<file path="src/rtl/freq_display_ctrl.sv">
// Display scheduler for the frequency counter: serial double-dabble BCD conversion of each
// 32-bit result plus overflow, kHz decimal point, stale-timeout and hold handling.
module freq_display_ctrl #(
    parameter int unsigned TIMEOUT_CYCLES = 100000000
) (
    input  logic        clk,
    input  logic        rst,
    input  logic [31:0] count,
    input  logic        count_valid,
    input  logic        unit_sel,
    input  logic        hold,
    output logic [3:0]  digit0,
    output logic [3:0]  digit1,
    output logic [3:0]  digit2,
    output logic [3:0]  digit3,
    output logic [3:0]  digit4,
    output logic [3:0]  digit5,
    output logic [3:0]  digit6,
    output logic [3:0]  digit7,
    output logic        dp0,
    output logic        dp1,
    output logic        dp2,
    output logic        dp3,
    output logic        dp4,
    output logic        dp5,
    output logic        dp6,
    output logic        dp7,
    output logic        busy,
    output logic        update,
    output logic        overflow,
    output logic        stale,
    output logic        overrun
);

    localparam int unsigned TmoW = $clog2(TIMEOUT_CYCLES);
    localparam logic [TmoW-1:0] TmoLast = TmoW'(TIMEOUT_CYCLES - 1);
    localparam logic [31:0] Dashes = 32'hAAAA_AAAA;

    typedef enum logic [1:0] {
        StIdle,
        StConvert,
        StUpdate
    } state_e;

    state_e          state_q;
    logic [31:0]     bin_q;
    logic [39:0]     bcd_q;
    logic            unit_q;
    logic [4:0]      iter_q;
    logic [31:0]     pend_count_q;
    logic            pend_unit_q;
    logic            pend_v_q;
    logic [TmoW-1:0] tmo_q;
    logic [31:0]     digits_q;
    logic [7:0]      dp_q;

    logic            accept;
    logic [39:0]     bcd_adj;
    logic            bcd_over;

    assign accept = count_valid & ~hold;

    // Add-3 correction on every nibble that would overflow a decimal digit after the shift.
    always_comb begin
        bcd_adj = '0;
        for (int i = 0; i < 10; i++) begin
            if (bcd_q[4*i +: 4] >= 4'd5) begin
                bcd_adj[4*i +: 4] = bcd_q[4*i +: 4] + 4'd3;
            end else begin
                bcd_adj[4*i +: 4] = bcd_q[4*i +: 4];
            end
        end
    end

    assign bcd_over = (bcd_q[39:32] != 8'd0);

    always_ff @(posedge clk or posedge rst) begin
        if (rst) begin
            state_q      <= StIdle;
            bin_q        <= '0;
            bcd_q        <= '0;
            unit_q       <= 1'b0;
            iter_q       <= '0;
            pend_count_q <= '0;
            pend_unit_q  <= 1'b0;
            pend_v_q     <= 1'b0;
            tmo_q        <= '0;
            digits_q     <= '0;
            dp_q         <= '0;
            update       <= 1'b0;
            overflow     <= 1'b0;
            stale        <= 1'b0;
            overrun      <= 1'b0;
        end else begin
            update  <= 1'b0;
            overrun <= 1'b0;

            // An accepted result beats a simultaneous expiry.
            if (accept) begin
                tmo_q <= '0;
            end else if (!hold && !stale) begin
                if (tmo_q == TmoLast) begin
                    stale    <= 1'b1;
                    digits_q <= Dashes;
                    dp_q     <= '0;
                    update   <= 1'b1;
                end else begin
                    tmo_q <= tmo_q + 1'b1;
                end
            end

            unique case (state_q)
                StIdle: begin
                    if (pend_v_q) begin
                        bin_q    <= pend_count_q;
                        unit_q   <= pend_unit_q;
                        bcd_q    <= '0;
                        iter_q   <= '0;
                        state_q  <= StConvert;
                        pend_v_q <= accept;
                        if (accept) begin
                            pend_count_q <= count;
                            pend_unit_q  <= unit_sel;
                        end
                    end else if (accept) begin
                        bin_q   <= count;
                        unit_q  <= unit_sel;
                        bcd_q   <= '0;
                        iter_q  <= '0;
                        state_q <= StConvert;
                    end
                end
                StConvert: begin
                    bcd_q  <= {bcd_adj[38:0], bin_q[31]};
                    bin_q  <= {bin_q[30:0], 1'b0};
                    iter_q <= iter_q + 5'd1;
                    if (iter_q == 5'd31) begin
                        state_q <= StUpdate;
                    end
                end
                StUpdate: begin
                    state_q <= StIdle;
                    if (!hold) begin
                        if (bcd_over) begin
                            digits_q <= Dashes;
                            dp_q     <= '0;
                            overflow <= 1'b1;
                        end else begin
                            digits_q <= bcd_q[31:0];
                            dp_q     <= {4'b0000, unit_q, 3'b000};
                            overflow <= 1'b0;
                        end
                        stale  <= 1'b0;
                        update <= 1'b1;
                        // Re-arm the timeout that was parked at its limit.
                        if (stale && !accept) begin
                            tmo_q <= '0;
                        end
                    end
                end
                default: begin
                    state_q <= StIdle;
                end
            endcase

            if (state_q != StIdle && accept) begin
                pend_count_q <= count;
                pend_unit_q  <= unit_sel;
                pend_v_q     <= 1'b1;
                if (pend_v_q) begin
                    overrun <= 1'b1;
                end
            end
        end
    end

    assign busy = (state_q != StIdle);

    assign digit0 = digits_q[3:0];
    assign digit1 = digits_q[7:4];
    assign digit2 = digits_q[11:8];
    assign digit3 = digits_q[15:12];
    assign digit4 = digits_q[19:16];
    assign digit5 = digits_q[23:20];
    assign digit6 = digits_q[27:24];
    assign digit7 = digits_q[31:28];

    assign dp0 = dp_q[0];
    assign dp1 = dp_q[1];
    assign dp2 = dp_q[2];
    assign dp3 = dp_q[3];
    assign dp4 = dp_q[4];
    assign dp5 = dp_q[5];
    assign dp6 = dp_q[6];
    assign dp7 = dp_q[7];

endmodule

</file>
<file path="config.mk">
export PLATFORM = sky130hd
export DESIGN_NAME = freq_display_ctrl
export DESIGN_NICKNAME = d
export VERILOG_FILES = /design/src/rtl/freq_display_ctrl.sv
export SDC_FILE = /design/constraint.sdc
export NUM_CORES = 1
export LEC_CHECK = 0
export ABC_AREA = 1
export CORE_MARGIN = 3
export CORE_UTILIZATION = 58
export CTS_CLUSTER_DIAMETER = 60
export DETAILED_ROUTE_END_ITERATION = 8
export GPL_ROUTABILITY_DRIVEN = 1
export PLACE_DENSITY = 0.8
export SKIP_LAST_GASP = 1
export SYNTH_ARGS = -nofsm -noshare
export SYNTH_HDL_FRONTEND = slang
export SYNTH_SLANG_ARGS = --single-unit
export TNS_END_PERCENT = 30
</file>
<file path="constraint.sdc">
create_clock -name clk -period 8.1 [get_ports clk]
set_clock_uncertainty 0.15 [all_clocks]
set_input_delay 2.025 -clock clk [delete_from_list [all_inputs] [get_ports clk]]
set_output_delay 2.025 -clock clk [all_outputs]
set_load 0.005 [all_outputs]
</file>
==> results of run 1 <==
[power groups by stage]
stage | Combinational [mW] | Clock [mW] | Sequential [mW]
floorplan | 0.344 | 0 | 1.09
global placement | 0.445 | 0 | 1.10
detailed placement | 0.460 | 0 | 1.10
CTS | 0.472 | 0.866 | 1.09
global route | 0.534 | 0.907 | 1.10
finish | 0.475 | 0.856 | 1.09
[sequential cells by signal, summed over array words and instances (netlist names), named ones only]
name / flops
bcd_q: 40
bin_q: 32
digits_q: 32
dp_q: 2
iter_q: 5
overflow: 1
overrun: 1
pend_count_q: 32
pend_unit_q: 1
pend_v_q: 1
state_q: 2
tmo_q: 27
unit_q: 1
update: 1
[metal layers]
metal,GRT usage (%),vias to the layer above,routed length (µm)
met2,37.0,181,9290
li1,-,3656,-
met5,0,-,0
met1,30.4,3486,8890
met4,7.00,0,281
met3,5.04,20,863
[logic make-up (layout without fill, tap and decap cells)]
logic type                 count (synthesis)  count (layout)
buffers and inverters                    200             271
AOI/OAI and AO/OA                        280             280
adders and majority gates                 25              25
xor gates and xnor gates                  14              14
and+or+nand+nor                          363             363
DFF                                      185             185
[area by class of cell]
class	count	area (µm²)
Sequential cell	185	4630
Clock buffer	21	460
Timing Repair Buffer	87	856
Inverter	152	576
Clock inverter	11	145
Fill cell	1219	4640
Multi-Input combinational cell	682	3750
Tap cell	211	264
[path summary, 6_finish.rpt]
path | startpoint | to
hold / removal | bin_q[19] | bin_q[19]
setup reg to reg | pend_v_q | bin_q[31]
hold reg to reg | bin_q[19] | bin_q[19]
setup / recovery | hold | bin_q[31]
min in group asynchronous | rst | pend_count_q[22]
max in group asynchronous | rst | bcd_q[0]
[worst max-delay path: stages]
cell             delay [ns]
clkdlybuf4s50_1        0.50
nor2_2                 0.29
inv_2                  0.07
a21oi_2                0.24
nor2_4                 0.04
buf_4                  0.31
inv_2                  0.64
o211ai_1               0.17
o21ai_0                0.11
[synth_stat cells (15+ instances only)]
cell / n
o32ai_1: 20
nor3_1: 15
nor2_1: 127
dfrtp_1: 185
nand2_1: 159
buf_2: 21
o21ai_0: 103
a21oi_1: 52
nand3_1: 33
ha_1: 25
o21ai_1: 34
o211ai_1: 37
inv_1: 145
[metrics by stage]
stage	instances	hold WS, ns	utilization [%]	area [µm²]
detailed placement	1317	0.318	65.8	10100
global placement	1317	0.311	65.8	10100
CTS	1349	0.331	69.7	10700
global route	1349	0.351	69.7	10700
floorplan	1067	0.294	-	9180
finish	1349	0.331	69.7	10700
==> impl_metrics.toml, run 1 <==
[drt]
viasPerCell = 5.44
drc = 0
wirelength_um = 19300
postRouteAntennaNets = 0
first_iter_violations = 533
dr.pass1.iters = 5
wl_per_cell_um = 14.3
via_count = 7343

[die]
ioPinCount = 82
die_area_mm2 = 0.0174
rows = 45
fp.dieW_um = 132
fp.dieH_um = 132
core-area_mm2 = 0.0153
initial_core_util_pct = 59.9

[timing]
period_share_pct = 52.1
fin_crit_ns = 4.22
setup_viol = 0
hold_viol_final = 0
rsz0062_at_grt = "no"
setup_ws_ns = 3.88
fmax_ghz = 0.237
worstMarginPinSlew_ns = 1.05
fin_setup_tns_ns = 0
slew_viol_final = 0
max-slew-margin-rel_pct = 29.9

[run_status]
outcome = "finished clean"

[final_layout]
syn_to_final_growth_pct = 16.4
layout_common_cells = "185 x dfrtp_1, 159 x nand2_1, 144 x inv_1, 126 x nor2_1, 103 x o21ai_0"
final_common_cell = "dfrtp_1"
drive_gt1_share_pct = 6.77
n_antenna_cell = 0
nNetsFinal = 1187

[power]
power.internal_mw = 1.71
p_clk_share_pct = 35.4
p_leak_nw = 4.76
fin_total_pwr_mw = 2.42
peakVddDrop_uv = 183
power.density_mw_per_mm2 = 227
seqPwrFrac_pct = 45.0
p_switching_uw = 709
switching_share_pct = 29.3
combPwrFrac_pct = 19.6

[worst_hold_path]
hp-class = "reg -> reg"
hold_depth = 2

[setup_path]
r2r_cells = 7
cp-start-kind = "input port"
regToRegSetupSlack_ns = 5.01
critPathKind = "in -> reg"
critPathRequiredTime_ns = 8.29
cp_max_fo = 66
cp.arrival_ns = 4.41
end_kind = "register"

[synthesis]
synth.largest_area_cell = "dfrtp_1"
synthTopCellsByArea = "dfrtp_1 50%, nand2_1 6.5%, inv_1 5.9%"
synth_top_family_by_area = "compound AO/OA/AOI/OAI gates"
synth_simple_gate_area_share_pct = 16.9
synth_compound_area_share_pct = 19.0
async_flop_share_pct = 100
synth_edf_count = 0
ys_seq_area_share_pct = 50.5
synth-seq-cells = 185
synth_xor_area_share_pct = 1.34
synth_area_per_cell_um2 = 8.60
syn_inst = 1067
netlist.area_leader.share_pct = 50.5
yosys_warnings = 0
synth_ff_type = "dfrtp_1"
syn_nets = 1129
synth_area_mm2 = 0.00918
yosys.cell_types.count = 40
synthAdderAreaFrac_pct = 3.41
yosys-mux-area-fraction_pct = 0

[cts]
cts_root_buf = "clkbuf_16"
cts_buffer_depth = 2
clk_pin_slew_ns = 0.07
hold_buffers = 0
cts.sinks = 185
post_cts_buffers = 0
cts_buffers = 17
clkLatencyLatePin_ns = 0.44
ctsHtreeMaxLevel = 4
cts_tree = "done"
ctsResizeCount = 0

[placement]
pre_cts_slack_ns = 3.48
portBuffers = 81
gp_congestion = 0.856
dp_hpwl_um = 12400

[global_routing]
grt_use_total_pct = 22.6
grt_max_degree = 75
grt_pass1_wl_um = 32500
grt_pass1_vias = 6868
overflow = 0
antenna_found_initial = 0

[run]
cap_violations = 0
Power figures use the tool's default switching activity.
==> inputs of run 2 (changes only) <==
- CORE_UTILIZATION: 58 -> 52
- PLACE_DENSITY: 0.8 -> 0.76
- clock period: 8.1 -> 3.6 ns (I/O delays scaled with it)
==> run 2 against run 1 <==
Setup slack lost 3.3 ns. Flip-flop and latch count stayed put. Combinational power rose by 120%. Critical path depth unchanged. Via count shrank 0.31%. Clock power up 110%. Final cell count grew 1.2%. Worst hold slack got worse by 0.0080 ns. Die area is 11% higher. Non-clock buffer count grew 7.
==> impl_metrics.toml, run 2 (same netlist as run 1, synthesis figures left out) <==
[final_layout]
largest-register = "bcd_q"
syn_to_final_growth_pct = 17.1
final_common_cell = "dfrtp_1"
nNetsFinal = 1194
design_area_mm2 = 0.0107
multi_input_area_mm2 = 0.00375
largest_register_ffs = 40
drive_gt1_share_pct = 7.25
regArea_mm2 = 0.00463
layout_common_cells = "185 x dfrtp_1, 159 x nand2_1, 144 x inv_1, 126 x nor2_1, 103 x o21ai_0"
fillers = 1452
n_antenna_cell = 0

[drt]
postRouteAntennaNets = 0
first_iter_violations = 554
dr.pass1.iters = 5
via_count = 7320
wl_per_cell_um = 14.0
viasPerCell = 5.36
drc = 0
wirelength_um = 19100

[setup_path]
end_kind = "register"
cp.arrival_ns = 3.18
critPathKind = "in -> reg"
r2r_cells = 8
timing.rr.start = "state_q[0]"
critPathRequiredTime_ns = 3.76
cp_max_fo = 66
startpoint = "hold"
cp-start-kind = "input port"

[die]
initial_core_util_pct = 54.2
fp.dieW_um = 139
fp.dieH_um = 139
core-area_mm2 = 0.0169
rows = 47
die_area_mm2 = 0.0193
ioPinCount = 82

[power]
peakVddDrop_uv = 409
p_clk_share_pct = 33.7
power.density_mw_per_mm2 = 492
power.internal_mw = 3.69
switching_share_pct = 30.2
combPwrFrac_pct = 20.0
p_leak_nw = 4.79
p_switching_mw = 1.59
seqPwrFrac_pct = 46.3

[cts]
clkLatencyLatePin_ns = 0.43
cts_buffer_depth = 2
ctsResizeCount = 0
post_cts_buffers = 0
cts_tree = "done"
clk_pin_slew_ns = 0.07
cts_root_buf = "clkbuf_16"
ctsHtreeMaxLevel = 4
cts_buffers = 17
cts.sinks = 185
hold_buffers = 0

[timing]
slew_viol_final = 0
worstMarginPinSlew_ns = 1.22
setup_viol = 0
fmax_ghz = 0.331
max-slew-margin-rel_pct = 18.6
period_share_pct = 84.0
rsz0062_at_grt = "no"
fin_setup_tns_ns = 0
fin_crit_ns = 3.02
hold_viol_final = 0

[global_routing]
overflow = 0
grt_pass1_wl_um = 33100
grt_use_total_pct = 20.3
antenna_found_initial = 0
grt_max_degree = 69
grt_pass1_vias = 7074

[worst_hold_path]
hold_depth = 1
hp-class = "reg -> reg"
hp-start = "state_q[1]"

[placement]
placed_cell_area_mm2 = 0.0102
portBuffers = 81
dp_hpwl_um = 12900
gp_congestion = 0.879

[run]
cap_violations = 0

[run_status]
outcome = "finished clean"
[run 2: stage by stage]
step	cells	power [mW]	utilization, %	setup WS, ns	hold slack, ns
6_report	1365	5.28	63.4	0.576	0.323
5_1_grt	1365	5.61	63.4	0.332	0.335
4_1_cts	1365	5.32	63.4	0.580	0.323
3_5_place_dp	1333	3.53	60.1	0.150	0.317
3_3_place_gp	1333	3.47	60.1	0.158	0.310
2_1_floorplan	1067	3.22	-	0.171	0.294
[run 2: worst max-delay path, cell delays in order]
cell and delay, ns:
clkdlybuf4s50_1 0.55, nor2_2 0.12, inv_2 0.08, a21oi_2 0.08, nor2_4 0.92, inv_2 0.09
buf_12 0.23, o211ai_1 0.09, o21ai_0 0.10
[run 2: per-layer routing]
| layer | track usage (%) | vias up | part of all wire (%) |
|---|---|---|---|
| met2 | 32.6 | 178 | 47 |
| met1 | 28.0 | 3456 | 47 |
| met4 | 6.02 | 0 | 1.4 |
| met5 | 0 | - | 0 |
| met3 | 4.31 | 22 | 4.6 |
| li1 | - | 3664 | - |
[run 2: path summary, 6_finish.rpt]
check	endpoint	slack [ns]
min in group asynchronous	pend_count_q[25]	0.78
max	bin_q[31]	0.58
min	state_q[1]	0.32
min reg2reg	state_q[1]	0.32
max in group asynchronous	digits_q[8]	1.78
max reg2reg	bin_q[31]	1.06
[run 2: layout make-up]
class,instances,share of cell area [%]
flip-flops and latches,185,43.1
multi-input cells,682,34.9
repair buffers,94,8.92
inverters,152,5.35
clock buffers,20,4.07
well taps,220,2.56
clock inverters,12,1.12
[run 2: power groups by stage]
stage | Sequential (mW) | Combinational, mW | Clock [mW]
5_1_grt | 2.47 | 1.23 | 1.90
3_3_place_gp | 2.47 | 1.00 | 0
2_1_floorplan | 2.45 | 0.775 | 0
6_report | 2.45 | 1.06 | 1.78
4_1_cts | 2.44 | 1.06 | 1.81
3_5_place_dp | 2.48 | 1.05 | 0
==> inputs of run 3 (changes only) <==
- CORE_UTILIZATION: 52 -> 58
- PLACE_DENSITY: 0.76 -> 0.8
- clock period: 3.6 -> 3.2 ns (I/O delays scaled with it)
==> run 3 against run 2 <==
Final cell count is 0.66% lower. Sequential power is 13% higher. Sequential share of layout area is 0.21 points lower. Register-to-register slack worse by 0.02 ns. Clock power is 22% higher. Power is 16% higher. Critical path depth is 6 lower. Flip-flop and latch count stayed put. Setup slack better by 0.066 ns. Non-clock buffer count stayed put. Via count is 1.6% higher. Combinational power is 13% higher. Critical endpoint is now busy. Largest power group unchanged.
==> impl_metrics.toml, run 3 (same netlist as run 1, synthesis figures left out) <==
[run_status]
outcome = "finished clean"

[final_layout]
largest_register_ffs = 40
syn_to_final_growth_pct = 17.6
final_common_cell = "dfrtp_1"
final_cells = 1356
multi_input_area_mm2 = 0.00375
fillers = 1175
drive_gt1_share_pct = 7.16
regArea_mm2 = 0.00463
nNetsFinal = 1194
layout_common_cells = "185 x dfrtp_1, 159 x nand2_1, 144 x inv_1, 126 x nor2_1, 103 x o21ai_0"
largest-register = "bcd_q"
n_antenna_cell = 0

[global_routing]
grt_pass1_vias = 7060
antenna_found_initial = 0
grt_max_degree = 128
grt_use_total_pct = 23.0
overflow = 0
grt_pass1_wl_um = 33300

[drt]
wl_met1_um = 8580
via_count = 7440
wl_per_cell_um = 14.2
route.met2.wl_um = 9530
viasPerCell = 5.49
postRouteAntennaNets = 0
wirelength_um = 19200
first_iter_violations = 500
dr.pass1.iters = 5
top_layer = "met4"
wl_met3_um = 906
drc = 0

[run]
cap_violations = 0

[timing]
hold_viol_final = 0
max-slew-margin-rel_pct = 54.1
fin_crit_ns = 2.56
fin_setup_tns_ns = 0
rsz0062_at_grt = "no"
period_share_pct = 80.0
setup_viol = 0
fmax_ghz = 0.391
worstMarginPinSlew_ns = 0.689
slew_viol_final = 0

[power]
power.density_mw_per_mm2 = 569
seqPwrFrac_pct = 44.9
power.internal_mw = 4.38
combPwrFrac_pct = 19.6
p_leak_nw = 4.83
switching_share_pct = 28.6
p_switching_mw = 1.76
peakVddDrop_uv = 419
p_clk_share_pct = 35.4

[setup_path]
end_kind = "primary output"
cp.arrival_ns = 1.61
cp_max_fo = 3
critPathKind = "reg -> out"
cp-start-kind = "register"
critPathRequiredTime_ns = 2.25

[cts]
ctsResizeCount = 0
cts_tree = "done"
cts_buffers = 17
clk_pin_slew_ns = 0.07
post_cts_buffers = 0
cts_root_buf = "clkbuf_16"
clkLatencyLatePin_ns = 0.42
hold_buffers = 0
cts_buffer_depth = 2
ctsHtreeMaxLevel = 4
cts.sinks = 185

[die]
core-area_mm2 = 0.0153
initial_core_util_pct = 59.9
ioPinCount = 82
fp.dieW_um = 132
rows = 45
fp.dieH_um = 132
die_area_mm2 = 0.0174

[placement]
portBuffers = 81
dp_hpwl_um = 12400
dp.cells = 1324
gp_congestion = 0.841

[worst_hold_path]
hp-class = "reg -> reg"
run 3: stage by stage:
stage | hold slack (ns) | cell area (µm²) | utilization (%) | setup slack, ns | total power, mW
global placement | 0.310 | 10200 | 66.5 | 0.352 | 3.90
floorplan | 0.294 | 9180 | - | -0.129 | 3.63
finish | 0.329 | 10800 | 70.5 | 0.641 | 6.14
global route | 0.363 | 10800 | 70.5 | 0.514 | 6.47
CTS | 0.334 | 10800 | 70.5 | 0.624 | 6.15
detailed placement | 0.318 | 10200 | 66.5 | 0.311 | 3.96
run 3: final cells by class:
class,instances,area share [%]
clock buffer,25,4.59
clock inverter,7,1.05
inverter,152,5.32
multi-input combinational,682,34.7
sequential,185,42.9
tap,211,2.45
timing repair buffer,94,9.00
run 3: path summary, 6_finish.rpt:
| path | from | endpoint | slack [ns] | cells after the start |
|---|---|---|---|---|
| setup reg to reg | tmo_q[1] | digits_q[0] | 1.04 | 8 |
| hold reg to reg | bin_q[24] | bin_q[24] | 0.33 | 2 |
| setup / recovery | state_q[0] | busy | 0.64 | 3 |
| hold / removal | bin_q[24] | bin_q[24] | 0.33 | 2 |
| max in group asynchronous | rst | bcd_q[18] | 1.59 | 3 |
| min in group asynchronous | rst | tmo_q[1] | 0.67 | 3 |
run 3: metal layers:
metal	track usage, %	up-vias
li1	-	3665
met1	30.6	3558
met2	39.1	196
met3	4.77	21
met4	5.37	0
met5	0	-
run 3: worst max-delay path, cell delays in order (launching register included):
cell and delay [ns]:
dfrtp_1 0.40, nor2_1 0.20, inv_2 0.09, clkdlybuf4s50_1 0.49
run 3: power by group through the flow:
stage / combinational [mW] / clock [mW] / sequential, mW
2_1_floorplan: 0.872 / 0 / 2.75
3_3_place_gp: 1.12 / 0 / 2.78
3_5_place_dp: 1.17 / 0 / 2.79
4_1_cts: 1.20 / 2.20 / 2.75
5_1_grt: 1.37 / 2.31 / 2.79
6_report: 1.20 / 2.17 / 2.76
